==> src/rtl/reservoir.sv <==
// Nine-neuron clipped-integer reservoir: each enabled edge rotates the neuron ring by one
// and adds a +/-1 drive taken from a fixed symbol pattern XORed with readout feedback.
module reservoir #(
    parameter int KAPPA = 3
) (
    input  logic       iClk,
    input  logic       iRst_n,
    input  logic       iEn,
    input  logic [2:0] iWord,
    input  logic [5:0] iY,
    output logic [8:0] oOut
);

    localparam logic signed [3:0] KAP_POS = 4'(KAPPA);
    localparam logic signed [3:0] KAP_NEG = -4'(KAPPA);

    logic signed [2:0] x_r    [0:8];
    logic signed [2:0] next_s [0:8];
    logic [8:0]        mask_s;
    logic [8:0]        drive_s;

    function automatic logic [8:0] pattern(input logic [2:0] word);
        logic [8:0] p;
        case (word)
            3'd0:    p = 9'h1A5;
            3'd1:    p = 9'h0D3;
            3'd2:    p = 9'h16E;
            3'd3:    p = 9'h0B9;
            3'd4:    p = 9'h1C7;
            3'd5:    p = 9'h05C;
            3'd6:    p = 9'h13A;
            3'd7:    p = 9'h1FF;
            default: p = 9'h000;
        endcase
        return p;
    endfunction

    // Saturate the widened sum back into the +/-KAPPA band so values never wrap.
    function automatic logic signed [2:0] clip(input logic signed [3:0] s);
        logic signed [3:0] r;
        if (s > KAP_POS) begin
            r = KAP_POS;
        end else if (s < KAP_NEG) begin
            r = KAP_NEG;
        end else begin
            r = s;
        end
        return r[2:0];
    endfunction

    // Next-state: rotate toward higher index, add +/-1 drive, clip.
    always_comb begin
        mask_s  = {iY[2:0], iY[5:0]};
        drive_s = pattern(iWord) ^ mask_s;
        for (int i = 0; i < 9; i++) begin
            next_s[i] = clip($signed({x_r[(i + 8) % 9][2], x_r[(i + 8) % 9]})
                             + (drive_s[i] ? 4'sd1 : -4'sd1));
        end
    end

    // Neuron registers: async clear, otherwise step only when enabled.
    always_ff @(posedge iClk or negedge iRst_n) begin
        if (!iRst_n) begin
            for (int i = 0; i < 9; i++) begin
                x_r[i] <= 3'sd0;
            end
        end else if (iEn) begin
            for (int i = 0; i < 9; i++) begin
                x_r[i] <= next_s[i];
            end
        end else begin
            for (int i = 0; i < 9; i++) begin
                x_r[i] <= x_r[i];
            end
        end
    end

    // Sign vector straight off the registers; zero reads as 0.
    always_comb begin
        oOut = 9'h000;
        for (int i = 0; i < 9; i++) begin
            oOut[i] = (x_r[i] > 3'sd0);
        end
    end

endmodule

==> config.mk <==
export PLATFORM = sky130hd
export DESIGN_NAME = reservoir
export DESIGN_NICKNAME = d
export VERILOG_FILES = /design/src/rtl/reservoir.sv
export SDC_FILE = /design/constraint.sdc
export NUM_CORES = 1
export LEC_CHECK = 0
export ABC_AREA = 1
export BUFFER_PORTS_ARGS = -buffer_cell sky130_fd_sc_hd__clkbuf_2
export CAP_MARGIN = 10
export CORE_ASPECT_RATIO = 1.75
export CORE_MARGIN = 4
export CORE_UTILIZATION = 50
export CTS_BUF_LIST = sky130_fd_sc_hd__clkbuf_8 sky130_fd_sc_hd__clkbuf_16
export DETAILED_ROUTE_END_ITERATION = 6
export HOLD_SLACK_MARGIN = 0.05
export PLACE_DENSITY = 0.77
export SLEW_MARGIN = 20
export SYNTH_ARGS = -nofsm -noshare
export SYNTH_HDL_FRONTEND = slang
export SYNTH_SLANG_ARGS = --single-unit
==> constraint.sdc <==
create_clock -name iClk -period 2.1 [get_ports iClk]
set_input_delay 0.105 -clock iClk [delete_from_list [all_inputs] [get_ports iClk]]
set_output_delay 0.105 -clock iClk [all_outputs]
set_load 0.02 [all_outputs]
# Word-level counts from Yosys, hierarchy flattened
# Memory sizes are Yosys's and may differ from the RTL's.
# Index checks and enable logic that the tools add are counted.
# op_classes
add_sub_neg	9
order_cmp	27
muxes	27
n_bitwise	1
# op_table
op	count
2-to-1 mux 3 bit	18
adder 3 x 4 -> 4 bit	9
> comparator 4 x 3 -> 1 bit (second input constant)	9
less-than comparator 4 x 3 -> 1 bit (second input constant)	9
2-to-1 mux 4 bit	9
> comparator 3 x 1 -> 1 bit (second input constant)	9
bitwise XOR 9 bit	1
# totals
ff_bits	27
mem_bits_ro	72
input_bits	12
output_inout_bits	9
wordCells	74
memories	1
# memory_table
memory	words	word_bits	read_ports	rd_ports_with_merged_regs	wr	line	text
(no name shown)	8	9	1	0	0	24	case (word)

# Depth between registers and ports, before layout
# An unclocked memory read counts as a cell.
# logic_depth
depth_word	7
ltp_mapped	18
ltp_nobuf	18

# Worst setup path before layout
# OpenSTA, ideal clock, no wires.
# synth_path
path_kind	input port to flip-flop
from	in iWord[0]
to	reg x_r[7] (netlist name)
setup_ns	0.130
arrival_ns	1.650
required_time_ns	1.970
path_slack_ns	0.320
stages	18
n_path_buf	0
cell_sequence	inv_1 > ha_1 > inv_1 > nand2_1 > nand3_1 > nand2_1 > nand2_1 > nand2_1 > inv_1 > ha_1 > inv_1 > nand2_1 > inv_1 > nand2_1 > nand3_1 > nand2_1 > nand2_1 > o21ai_0
# synth_via
elab_chain_cells	7
word_cells_on_any_way	8
cone_classes	add/sub (1); order compare (2); mux (3); bitwise (1); memory (1)
# synth_rtl
item	line	text
start, declared	9	input logic [2:0] iWord,
memory (8 x 9 bit) (*)	--	
bitwise XOR 9 bit (*)	54	drive_s = pattern(iWord) ^ mask_s;
2-to-1 mux 4 bit (*)	57	+ (drive_s[i] ? 4'sd1 : -4'sd1));
adder 3 x 4 -> 4 bit (*)	57	
less-than comparator 4 x 3 -> 1 bit	43	end else if (s < KAP_NEG) begin
2-to-1 mux 3 bit	43	
2-to-1 mux 3 bit (*)	41	if (s > KAP_POS) begin
end signal, assigned by index	69	x_r[i] <= next_s[i];
end signal, assigned by index	73	x_r[i] <= x_r[i];
end, declared	17	logic signed [2:0] x_r [0:8];
# Every way passes the cells marked *; elsewhere a longest branch is shown, timed or not.
# A chain may end at the register's enable or synchronous reset.

# Worst setup path after layout
# layout_path
from	in iWord[0]
to	reg x_r[22] (netlist name)
# The elaborated chain is that of the path after synthesis.

==> impl_metrics.json <==
{
  "status": "finished, final reports clean",
  "placement.io_buffers": 20,
  "shortest_period_the_worst_path_allows_ps": 1830,
  "cts.htree.levels": 1,
  "hold_path_depth": 4,
  "final_replace_weighted_congestion": 0.887,
  "final_antenna_net_count": 0,
  "setup_slack_ps": 268,
  "die_area_um2": 6420,
  "clk_path_buf_depth": 2,
  "power.leakage_nw": 1.81,
  "hold_viol_final": 0,
  "synthCells": 436,
  "critPathMaxFanout": 4,
  "global_route.usage.total": 0.180,
  "via_per_inst": 5.14,
  "postCtsResizedCells": 0,
  "grt_antenna_before_repair": 0,
  "clk_pin_slew_worst_paths_ps": 100,
  "chipWidth_um": 62.3,
  "std_cell_rows": 34,
  "pin_count_of_the_biggest_net_entering_global_routing": 37,
  "floorplan.die.height_um": 103,
  "actual_slew_at_the_worst_max_slew_pin_ps": 718,
  "ys_warn_count": 0,
  "timing.critical_path.arrival_ps": 1990,
  "via_count": 2661,
  "stdcell_area_um2": 2840,
  "tritoncts.num_buffers": 3,
  "starting_density_of_the_core": 0.519,
  "drt-wirelength-per-cell_um": 10.7,
  "finClkSkew_ps": 14.6,
  "grt_setup_unrepaired": "false",
  "worst_skew_pair.late_latency_ps": 280,
  "crit_buf_inv": 6,
  "count_of_filler_cells_inserted_in_the_layout": 521,
  "cp.depth": 19,
  "critical_path_source_type": "input pin",
  "synthesis_to_finish_area_growth_pct": 9.94,
  "utilization": 0.570,
  "layout_top_registers": "x_r: 27 flops",
  "powerDensity_nw_per_um2": 1300,
  "place_worst_setup_slack_ps": -45.5,
  "antennaDiodeCount": 0,
  "synth_sequential_area_ratio": 0.262,
  "crit_type": "in2reg",
  "number_of_drc_violations_after_detailed_routing_iteration_0": 87,
  "r2r.worst_path.cells": 13,
  "cp_common_cell": "sky130_fd_sc_hd__nand2_1",
  "ir_drop_mv": 0.764,
  "finalNetCount": 489,
  "max_freq_ghz": 0.546,
  "number_of_sinks_on_the_clock_net": 27,
  "post_synth_num_cell_types": 19,
  "largest_reg_flops": 27,
  "holdWs_ps": 348,
  "post_cts.repair.setup_buffers": 0,
  "postSynthAreaPerCell_um2": 5.92,
  "max_slew_headroom": 0.521,
  "drv_cap": 0,
  "finalSetupTns_ps": 0,
  "worst-r2r-setup-slack_ps": 590,
  "final.period_utilization": 0.873,
  "detail_route.drc_violations": 0,
  "grt_overflow": 0,
  "clock-root-buffer": "sky130_fd_sc_hd__clkbuf_8",
  "detail_route.first_pass.iterations": 4,
  "report.final.setup_viol": 0,
  "detailed_place.area_um2": 2780,
  "setup.worst_path.end_class": "flop",
  "grt_pass1_vias": 2485,
  "synth.ff_latch_count": 27,
  "critical_path.slowest_cell": "sky130_fd_sc_hd__ha_1",
  "worstHoldPathType": "in2reg",
  "cpPeakStageDelay_ps": 410,
  "grt_first_pass_wirelength_mm": 9.85,
  "number_of_pins_exceeding_their_max_slew_limit_in_the_final_report": 0,
  "boundaryPins": 21,
  "dp_hpwl_mm": 4.55,
  "path_delay_family": "simple AND/OR/NAND/NOR gates",
  "drt_wl_total_mm": 5.52,
  "post_route_cells_drive_above_1_share": 0.101,
  "top_register": "x_r",
  "crit_chain": "clkbuf_2 > inv_1 > ha_1 > inv_1 > nand2_1 > nand3_1 > nand2_1 > nand2_1 > nand2_1 > inv_1 > ha_1 > inv_1 > nand2_1 > inv_1 > nand2_1 > nand3_1 > nand2_1 > nand2_1 > o21ai_0",
  "fp.coreArea_um2": 4980,
  "syn_area_um2": 2580,
  "required_ps": 2250,
  "synthesis.nets": 460,
  "cts_tree": "yes"
}
## worst register-to-register path, stage by stage (launching register included)
cell and delay (ps):
sky130_fd_sc_hd__dfrtp_1 400, sky130_fd_sc_hd__inv_1 120, sky130_fd_sc_hd__nand3_1 80, sky130_fd_sc_hd__nand2_1 60, sky130_fd_sc_hd__inv_1 40, sky130_fd_sc_hd__ha_1 180, sky130_fd_sc_hd__inv_1 50, sky130_fd_sc_hd__nand2_1 60
sky130_fd_sc_hd__inv_1 50, sky130_fd_sc_hd__nand2_1 60, sky130_fd_sc_hd__nand3_1 70, sky130_fd_sc_hd__nand2_1 70, sky130_fd_sc_hd__nand2_1 60, sky130_fd_sc_hd__o21ai_0 80
## final timing paths
path	start	end
worst min register to register	x_r[0]$_DFFE_PN0P_	x_r[24]$_DFFE_PN0P_
worst max-delay path	iWord[0]	x_r[22]$_DFFE_PN0P_
worst min-delay path	iEn	x_r[24]$_DFFE_PN0P_
min in group asynchronous	iRst_n	x_r[16]$_DFFE_PN0P_
max in group asynchronous	iRst_n	x_r[4]$_DFFE_PN0P_
worst max register to register	x_r[7]$_DFFE_PN0P_	x_r[4]$_DFFE_PN0P_
## cells by family (layout without fill, tap and decap cells)
logic type      after synthesis  after routing  synth area share
simple gates                252            252             0.420
buf+inv                      91            119             0.136
compound gates               54             54             0.125
flops                        27             27             0.262
fa+ha+maj                    12             12            0.0582
## synthesized netlist by cell type, drive strengths merged
cell type / instances / area [µm²]
a21o: 4 / 30.0
a21oi: 21 / 105
buf: 3 / 20.0
clkbuf: 2 / 7.51
clkinv: 1 / 3.75
dfrtp: 27 / 676
ha: 12 / 150
inv: 85 / 319
nand2: 154 / 618
nand3: 74 / 370
nor2: 24 / 95.1
o21a: 9 / 67.6
o21ai: 20 / 119
## layout by cell type, fill, tap and decap left out
cell type / synthesis / routed
sky130_fd_sc_hd__a21o_1: 4 / 4
sky130_fd_sc_hd__a21oi_1: 21 / 21
sky130_fd_sc_hd__buf_4: 0 / 8
sky130_fd_sc_hd__clkbuf_2: 0 / 20
sky130_fd_sc_hd__clkbuf_8: 0 / 3
sky130_fd_sc_hd__clkinv_1: 1 / 1
sky130_fd_sc_hd__clkinv_2: 0 / 1
sky130_fd_sc_hd__dfrtp_1: 27 / 27
sky130_fd_sc_hd__dlygate4sd3_1: 0 / 1
sky130_fd_sc_hd__ha_1: 12 / 12
sky130_fd_sc_hd__inv_1: 85 / 85
sky130_fd_sc_hd__nand2_1: 146 / 146
sky130_fd_sc_hd__nand2_2: 4 / 4
sky130_fd_sc_hd__nand2_4: 4 / 4
sky130_fd_sc_hd__nand3_1: 74 / 74
sky130_fd_sc_hd__nor2_1: 22 / 22
sky130_fd_sc_hd__nor2_2: 2 / 2
sky130_fd_sc_hd__o21a_1: 9 / 9
sky130_fd_sc_hd__o21ai_0: 15 / 15
sky130_fd_sc_hd__o21ai_2: 5 / 5
## report_power, final
part / internal (W) / total, W / switching, W
Combinational: 0.000913 / 0.00235 / 0.00143
Clock: 0.000133 / 0.000299 / 0.000166
Sequential: 0.000768 / 0.00104 / 0.000270
Total: 0.00181 / 0.00368 / 0.00187
## area by class of cell
type,count,area (µm²),share of cell area
Clock buffer,3,41.3,0.0146
Clock inverter,1,5.00,0.00176
Inverter,86,323,0.114
Multi-Input combinational cell,318,1560,0.548
Sequential cell,27,676,0.238
Tap cell,54,67.6,0.0238
Timing Repair Buffer,29,170,0.0600
## metal layers
| metal | wire, µm | up-vias | part of all wire | track usage |
|---|---|---|---|---|
| li1 | - | 1420 | - | - |
| met1 | 2230 | 1207 | 0.40 | 0.194 |
| met2 | 3100 | 28 | 0.56 | 0.367 |
| met3 | 133 | 6 | 0.024 | 0.0174 |
| met4 | 65 | 0 | 0.012 | 0.0474 |
| met5 | 0 | - | 0 | 0 |
## stage by stage
stage	total power, W	cells
after CTS	0.00373	518
after floorplan	0.00288	436
final	0.00368	518
after detailed placement	0.00341	513
after global routing	0.00419	518
after global placement	0.00334	513
## timing repair
action | in CTS | in global routing
hold endpoints to repair | 27 | 0
hold buffers | 1 | 0
setup endpoints to repair | 0 | 0
(Power assumes the default switching activity.)
